`config.mk`:
```
export PLATFORM = sky130hd
export DESIGN_NAME = vxe_axi_switch_arb
export DESIGN_NICKNAME = d
export VERILOG_FILES = /design/src/rtl/vxe_axi_switch_arb_pkg.sv /design/src/rtl/vxe_txnreqa_decoder.sv /design/src/rtl/vxe_axi_switch_arb.sv
export SDC_FILE = /design/constraint.sdc
export NUM_CORES = 1
export LEC_CHECK = 0
export CORE_AREA = 8 8 134 136
export CTS_BUF_LIST = sky130_fd_sc_hd__clkbuf_8
export DETAILED_ROUTE_END_ITERATION = 10
export DIE_AREA = 0 0 142 144
export PLACE_DENSITY = 0.6
export SLEW_MARGIN = 10
export SYNTH_ARGS = -nofsm -noshare
export SYNTH_HDL_FRONTEND = slang
export SYNTH_SLANG_ARGS = --single-unit
```
`constraint.sdc`:
```
create_clock -name clk -period 1.85 [get_ports clk]
set_clock_uncertainty 0.2 [all_clocks]
set_input_delay 0.4625 -clock clk [delete_from_list [all_inputs] [get_ports clk]]
set_output_delay 0.4625 -clock clk [all_outputs]
set_load 0.1 [all_outputs]
```
`src/rtl/vxe_axi_switch_arb_pkg.sv`:
```
// Shared definitions for the two-master request arbiter: request vector
// layouts, FSM state encoding and the round-robin pick helper.
package vxe_axi_switch_arb_pkg;

   localparam int TXNREQA_W = 44;
   localparam int TXNREQD_W = 72;

   // Request-address beat: rnw=1 is a read, rnw=0 a write that owes a data beat.
   typedef struct packed {
      logic        rnw;
      logic [2:0]  id;
      logic [7:0]  len;
      logic [31:0] addr;
   } txnreqa_t;

   // Write-data beat.
   typedef struct packed {
      logic [7:0]  strb;
      logic [63:0] data;
   } txnreqd_t;

   typedef enum logic [1:0] {
      ST_IDLE = 2'd0,
      ST_ADDR = 2'd1,
      ST_DATA = 2'd2
   } arb_state_e;

   // Single requester wins outright; with both requesting, the one not served last wins.
   function automatic logic arb_pick(input logic v0, input logic v1, input logic lst);
      if (v0 && v1) begin
         return ~lst;
      end
      return v1;
   endfunction

endpackage

```
`src/rtl/vxe_txnreqa_decoder.sv`:
```
// Field extraction for a request-address vector; the arbiter only needs rnw.
module vxe_txnreqa_decoder
   import vxe_axi_switch_arb_pkg::*;
(
   input  logic [TXNREQA_W-1:0] rqa,
   output logic                 rnw
);

   txnreqa_t fields;
   logic     unused_fields;

   assign fields        = txnreqa_t'(rqa);
   assign rnw           = fields.rnw;
   assign unused_fields = ^{fields.id, fields.len, fields.addr};

endmodule

```
`src/rtl/vxe_axi_switch_arb.sv`:
```
// Two-master arbiter in front of the switch upstream unit. One master owns the
// path at a time; a write keeps its grant until its data beat has gone, so
// data always follows its own address with nothing interleaved.
module vxe_axi_switch_arb
   import vxe_axi_switch_arb_pkg::*;
(
   input  logic                 clk,
   input  logic                 nrst,
   input  logic                 i_m0_rqa_vld,
   input  logic [TXNREQA_W-1:0] i_m0_rqa,
   output logic                 o_m0_rqa_rd,
   input  logic                 i_m0_rqd_vld,
   input  logic [TXNREQD_W-1:0] i_m0_rqd,
   output logic                 o_m0_rqd_rd,
   input  logic                 i_m1_rqa_vld,
   input  logic [TXNREQA_W-1:0] i_m1_rqa,
   output logic                 o_m1_rqa_rd,
   input  logic                 i_m1_rqd_vld,
   input  logic [TXNREQD_W-1:0] i_m1_rqd,
   output logic                 o_m1_rqd_rd,
   output logic                 o_s_rqa_vld,
   output logic [TXNREQA_W-1:0] o_s_rqa,
   input  logic                 i_s_rqa_rd,
   output logic                 o_s_rqd_vld,
   output logic [TXNREQD_W-1:0] o_s_rqd,
   input  logic                 i_s_rqd_rd
);

   arb_state_e           state_reg, state_next;
   logic                 gnt_reg, gnt_next;
   logic                 lst_reg, lst_next;
   logic                 sel_rqa_vld, sel_rqd_vld, other_rqa_vld, sel_rnw;
   logic [TXNREQA_W-1:0] sel_rqa;
   logic [TXNREQD_W-1:0] sel_rqd;
   logic                 in_addr, in_data, rqa_xfer, rqd_xfer;

   // Granted master's channels steered toward the upstream unit.
   assign sel_rqa_vld   = gnt_reg ? i_m1_rqa_vld : i_m0_rqa_vld;
   assign sel_rqa       = gnt_reg ? i_m1_rqa     : i_m0_rqa;
   assign sel_rqd_vld   = gnt_reg ? i_m1_rqd_vld : i_m0_rqd_vld;
   assign sel_rqd       = gnt_reg ? i_m1_rqd     : i_m0_rqd;
   assign other_rqa_vld = gnt_reg ? i_m0_rqa_vld : i_m1_rqa_vld;

   // Handshake outputs are masked while reset is asserted so nothing transfers
   // in the cycle a reset abandons an in-flight write.
   assign in_addr  = nrst && (state_reg == ST_ADDR);
   assign in_data  = nrst && (state_reg == ST_DATA);
   assign rqa_xfer = in_addr && sel_rqa_vld && i_s_rqa_rd;
   assign rqd_xfer = in_data && sel_rqd_vld && i_s_rqd_rd;

   vxe_txnreqa_decoder u_rqa_dec (
      .rqa (sel_rqa),
      .rnw (sel_rnw)
   );

   // State, grant and last-served registers.
   always_ff @(posedge clk) begin
      if (!nrst) begin
         state_reg <= ST_IDLE;
         gnt_reg   <= 1'b0;
         lst_reg   <= 1'b1;
      end else begin
         state_reg <= state_next;
         gnt_reg   <= gnt_next;
         lst_reg   <= lst_next;
      end
   end

   // Next state: a finished transaction hands the path to the other master if it
   // is waiting, otherwise the arbiter goes idle.
   always_comb begin
      state_next = state_reg;
      gnt_next   = gnt_reg;
      lst_next   = lst_reg;
      case (state_reg)
         ST_IDLE: begin
            if (i_m0_rqa_vld || i_m1_rqa_vld) begin
               gnt_next   = arb_pick(i_m0_rqa_vld, i_m1_rqa_vld, lst_reg);
               state_next = ST_ADDR;
            end
         end
         ST_ADDR: begin
            if (rqa_xfer) begin
               if (sel_rnw) begin
                  lst_next = gnt_reg;
                  if (other_rqa_vld) begin
                     gnt_next = ~gnt_reg;
                  end else begin
                     state_next = ST_IDLE;
                  end
               end else begin
                  state_next = ST_DATA;
               end
            end
         end
         ST_DATA: begin
            if (rqd_xfer) begin
               lst_next = gnt_reg;
               if (other_rqa_vld) begin
                  gnt_next   = ~gnt_reg;
                  state_next = ST_ADDR;
               end else begin
                  state_next = ST_IDLE;
               end
            end
         end
         default: state_next = ST_IDLE;
      endcase
   end

   // Forwarded valids/vectors and per-master accepts.
   always_comb begin
      o_s_rqa_vld = in_addr && sel_rqa_vld;
      o_s_rqa     = sel_rqa;
      o_s_rqd_vld = in_data && sel_rqd_vld;
      o_s_rqd     = sel_rqd;
      o_m0_rqa_rd = in_addr && !gnt_reg && i_s_rqa_rd;
      o_m1_rqa_rd = in_addr &&  gnt_reg && i_s_rqa_rd;
      o_m0_rqd_rd = in_data && !gnt_reg && i_s_rqd_rd;
      o_m1_rqd_rd = in_data &&  gnt_reg && i_s_rqd_rd;
   end

endmodule

```
# --- After elaboration in Yosys (flattened, before gate mapping) ---
# Cells that the tools add are included.
totals:
  register_bits: 4
  inputBits: 240
  wordCells: 62
classes:
  n_eq_ne: 7
  muxes: 27
  n_bitwise: 2
  n_reduce_logical: 23
op_table:
  columns: ["cell", "n"]
  rows:
  - ["$mux 72", 1]
  - ["$mux 44", 1]
  - ["$mux 1", 17]
  - ["$logic_and 1x1->1", 15]
  - ["$mux 2", 5]
  - ["$ne 2x2->1 const B", 4]
  - ["$reduce_and 4->1", 2]
  - ["$pmux 2 s3", 1]
  - ["$reduce_and 5->1", 1]
  - ["$ne 3x3->1 const B", 1]
  - ["$pmux 1 s3", 1]
  - ["$reduce_bool 3->1", 1]
  - ["$eq 2x1->1 const B", 1]
  - ["$eq 2x2->1 const B", 1]
  - ["$logic_not 2->1", 1]
  - ["$not 1->1", 2]
  - ["$pmux 1 s2", 1]
  - ["$reduce_bool 2->1", 1]
  - ["$logic_not 1->1", 1]
  - ["$logic_or 1x1->1", 1]

# --- Logic depth before layout (Yosys ltp) ---
logic_depth:
  depth_word: 7
  depth_mapped: 7

# --- Hierarchy ---
# Synthesis repeated with hierarchy kept, for this count alone.
hier_totals:
  cells_unflattened: 182
  area_unflattened_um2: 1796.7
by_module_without_submodules:
  columns: ["mod", "n_inst", "cells_per_inst", "area_each_um2"]
  rows:
  - ["vxe_axi_switch_arb", 1, 181, 1789.2]
  - ["vxe_txnreqa_decoder", 1, 1, 7.5]

# --- Worst setup path after synthesis ---
# No wires, ideal clock.
synth_path:
  path_type: "reg2out"
  start: "register gnt_reg"
  end: "output port o_m0_rqa_rd"
  arrival_ns: 2.033
  setup_slack_ns: -0.846
  stages_incl_launch_ff: 5
  path_buffers: 3
  cell_sequence: "dfxtp_1 > buf_6 > clkbuf_1 > buf_2 > nor2_1"
synth_between:
  elab_chain_len: 3
synth_rtl:
  columns: ["element", "line_no", "rtl"]
  rows:
  - ["start: declaration", "vxe_axi_switch_arb.sv:30", "logic gnt_reg, gnt_next;"]
  - ["start signal: assignment", "vxe_axi_switch_arb.sv:64", "gnt_reg <= gnt_next;"]
  - ["$logic_not 1->1", "vxe_axi_switch_arb.sv:117", "o_m0_rqa_rd = in_addr && !gnt_reg && i_s_rqa_rd;"]
  - ["$logic_and 1x1->1 (2 in a row)", "vxe_axi_switch_arb.sv:117", null]
  - ["end: declaration", "vxe_axi_switch_arb.sv:11", "output logic o_m0_rqa_rd,"]
# Every way passes these cells.

# --- Worst setup path after layout ---
layout_path:
  start: "register gnt_reg"
  end: "output port o_s_rqa[40]"
layout_between:
  elab_chain_len: 1
layout_rtl:
  columns: ["element", "line_no", "rtl"]
  rows:
  - ["$mux 44", "vxe_axi_switch_arb.sv:39", "assign sel_rqa = gnt_reg ? i_m1_rqa : i_m0_rqa;"]
  - ["end: declaration", "vxe_axi_switch_arb.sv:22", "output logic [TXNREQA_W-1:0] o_s_rqa,"]
# Every way passes these cells.

==> flow_metrics.env <==
export IMPL_status="complete, but fails checks"
export IMPL_violations="setup timing"
export IMPL_die_x_um=142
export IMPL_p_per_area_mw_per_mm2=1310
export IMPL_utilization_pct=49.2
export IMPL_reg2regPathDepth=7
export IMPL_gp_congestion=0.862
export IMPL_place_ws_ns=-0.437
export IMPL_hold_start="lst_reg"
export IMPL_cts_tree="yes"
export IMPL_multi_input_area_mm2=0.00212
export IMPL_final_hold_violation_count=0
export IMPL_worstPathCellList="buf_12 -> buf_12 -> mux2_2 -> buf_12"
export IMPL_synth_top_cell_area_share_pct=70.6
export IMPL_drive_gt1_share_pct=53.6
export IMPL_yosysTopAreaCell="mux2_2"
export IMPL_syn2layout_area_growth_pct=330
export IMPL_drc=0
export IMPL_rrSetupSlack_ns=-0.06
export IMPL_start_util_pct=11.4
export IMPL_netlist_area_mm2=0.00184
export IMPL_antenna_found_initial=0
export IMPL_arrival_ns=1.48
export IMPL_avgSynthCellArea_um2=9.82
export IMPL_rsz0062_at_grt="true"
export IMPL_htree_levels=1
export IMPL_clockRootBuffer="clkbuf_8"
export IMPL_path_buf_inv=3
export IMPL_drv_cap=0
export IMPL_synth_ff_latch_count=4
export IMPL_hp_class="flip-flop to flip-flop"
export IMPL_clk_latency_ns=0.22
export IMPL_required_ns=1.19
export IMPL_crit_family="buffers and inverters"
export IMPL_ys_top_cells_by_area="mux2_2 (71%), dfxtp_1 (4.4%), buf_2 (3.5%), ha_1 (3.4%), a31o_4 (1.9%)"
export IMPL_fin_nets=828
export IMPL_drt_iter0_markers=71
export IMPL_hold_end="lst_reg"
export IMPL_final_setup_worst_slack_ns=-0.291
export IMPL_hold_depth=2
export IMPL_synthCells=187
export IMPL_io_pins=362
export IMPL_die_area_mm2=0.0204
export IMPL_largest_reg_flops=2
export IMPL_slew_headroom_pct=79.4
export IMPL_worst_path_most_repeated_cell="buf_12"
export IMPL_cp_max_fo=13
export IMPL_ys_types=27
export IMPL_setup_tns_ns=-29.17
export IMPL_seq_area_frac_synth_pct=4.36
export IMPL_dr_pass1_iters=6
export IMPL_wirelength_mm=18.4
export IMPL_cts_sinks=4
export IMPL_fmax_mhz=467
export IMPL_cts_made_buffers=3
export IMPL_grt_pass1_vias=3665
export IMPL_total_power_mw=10.4
export IMPL_n_antenna_cell=0
export IMPL_leakage_nw=3.43
export IMPL_grt_max_degree=17
export IMPL_worst_setup_path_type="flip-flop to primary output"
export IMPL_synth_nets=432
export IMPL_grt_pass1_wl_mm=25.1
export IMPL_via_per_inst=3.96
export IMPL_overflow=0
export IMPL_core_mm2=0.0161
export IMPL_rr_endpoint="gnt_reg"
export IMPL_ant_nets=0
export IMPL_slew_viol_final=0
export IMPL_setup_worst_path_end_class="primary output"
export IMPL_critPathSlowestCell="dfxtp_4"
export IMPL_yosysWarnings=0
export IMPL_fillers=1375
export IMPL_period_share_pct=116
export IMPL_io_buffers=361
export IMPL_post_dp_hpwl_mm=16.8
export IMPL_regArea_um2=88.8
export IMPL_wire_per_inst_um=22.9
export IMPL_cts_buffer_depth=2
export IMPL_dr_total_vias=3172
export IMPL_clkTransAtPathRegs_ns=0.04
export IMPL_worst_pin_slew_ns=0.308
export IMPL_fp_row_count=47
export IMPL_rr_startpoint="gnt_reg"
export IMPL_fin_crit_ns=2.14
export IMPL_die_y_um=144
export IMPL_slowest_delay_ns=0.39
export IMPL_vdd_ir_drop_max_mv=0.697
export IMPL_start_kind="flip-flop"
export IMPL_grt_usage_pct=16.5
export IMPL_setup_viol=125
[metal layers]
layer  track usage [%]  vias up  wire [um]  share of wire (%)
li1                  -     1485          -                  -
met1              17.5     1489       6470                 35
met2              31.5      188      10100                 55
met3              5.91       10       1620                8.8
met4              1.92        0        137               0.75
met5                 0        -          0                  0
[synth_stat cells]
library cell  instances
mux2i_1               1
mux2_2              115
dfxtp_1               4
ha_1                  5
nor3_1                1
o41ai_2               1
a31oi_1               1
inv_1                 8
o311ai_1              1
a21oi_1               2
a31o_4                2
buf_6                 1
o21ai_0               4
clkbuf_1              1
nand2_1               6
and3_1                3
mux2_4                2
nand2_4               1
nor2b_1               1
o211ai_1              1
nand3_1               4
o221a_1               1
buf_2                13
o2111ai_2             1
buf_4                 1
o31ai_1               1
nor2_1                5
[report_power, final]
part           switching, mW  total [mW]  internal (mW)  leakage [nW]
registers             0.0509       0.185          0.134        0.0347
clock network         0.0520       0.194          0.142        0.0269
logic                   5.82        10.0           4.19          3.37
total                   5.92        10.4           4.46          3.43
[stage by stage]
step	instance area [um2]	instances	hold slack (ns)
final	7900	802	0.300
after floorplan	2060	187	0.268
after detailed placement	7390	788	0.322
after global placement	7390	788	0.288
after global routing	7900	802	0.315
after CTS	7780	800	0.325
[worst register-to-register path, stage by stage, from the launching register on]
cell and delay [ns]:
dfxtp_4 0.39, buf_4 0.17, mux2_4 0.31, buf_4 0.13, a31o_4 0.25, nand2_4 0.08
nor3_1 0.06, o221a_1 0.21
[worst max-delay path by stage]
stage	from	to	cells after the start
global route	gnt_reg	o_s_rqa[40]	4
detailed placement	nrst	o_m1_rqa_rd	4
finish	gnt_reg	o_s_rqa[40]	4
global placement	nrst	o_m1_rqa_rd	4
floorplan	gnt_reg	o_s_rqa[31]	4
CTS	gnt_reg	o_s_rqa[32]	4
[layout by cell type, fill, tap and decap left out, types with 2 or more instances in the layout]
| master | instances |
|---|---|
| inv_1 | 7 |
| mux2_4 | 103 |
| dlygate4sd2_1 | 9 |
| clkdlybuf4s50_1 | 225 |
| dlymetal6s2s_1 | 4 |
| and3_4 | 2 |
| nand3_1 | 2 |
| mux2_2 | 14 |
| nand2_1 | 5 |
| dfxtp_4 | 2 |
| ha_1 | 3 |
| buf_4 | 30 |
| buf_16 | 2 |
| buf_12 | 128 |
| ha_4 | 2 |
| nand3_4 | 2 |
| buf_6 | 7 |
| a31o_4 | 2 |
| clkbuf_8 | 3 |
| o21ai_0 | 3 |
| nor2_4 | 4 |
| a21oi_1 | 2 |
[layout make-up]
class                   count  share of cell area [%]
multi-input cells         159                    26.8
clock buffers               3                   0.523
repair buffers            407                    67.6
inverters                   8                   0.412
clock inverters             1                  0.0475
flip-flops and latches      4                    1.12
well taps                 220                    3.48
[repair_timing]
item	in CTS	in global routing
endpoints found under the setup margin	126	126
pin swaps	3	0
buffers inserted	6	1
hold buffers	0	0
resized for setup	74	28
cloned	2	1
[cells by family (layout without fill, tap and decap cells)]
family,after synthesis,after routing,share of synthesized area (%)
simple gates,21,21,5.59
flops,4,4,4.36
mux,118,118,72.7
buf+inv,24,419,6.41
compound gates,15,15,7.50
fa+ha+maj,5,5,3.41
(Power assumes the default switching activity.)
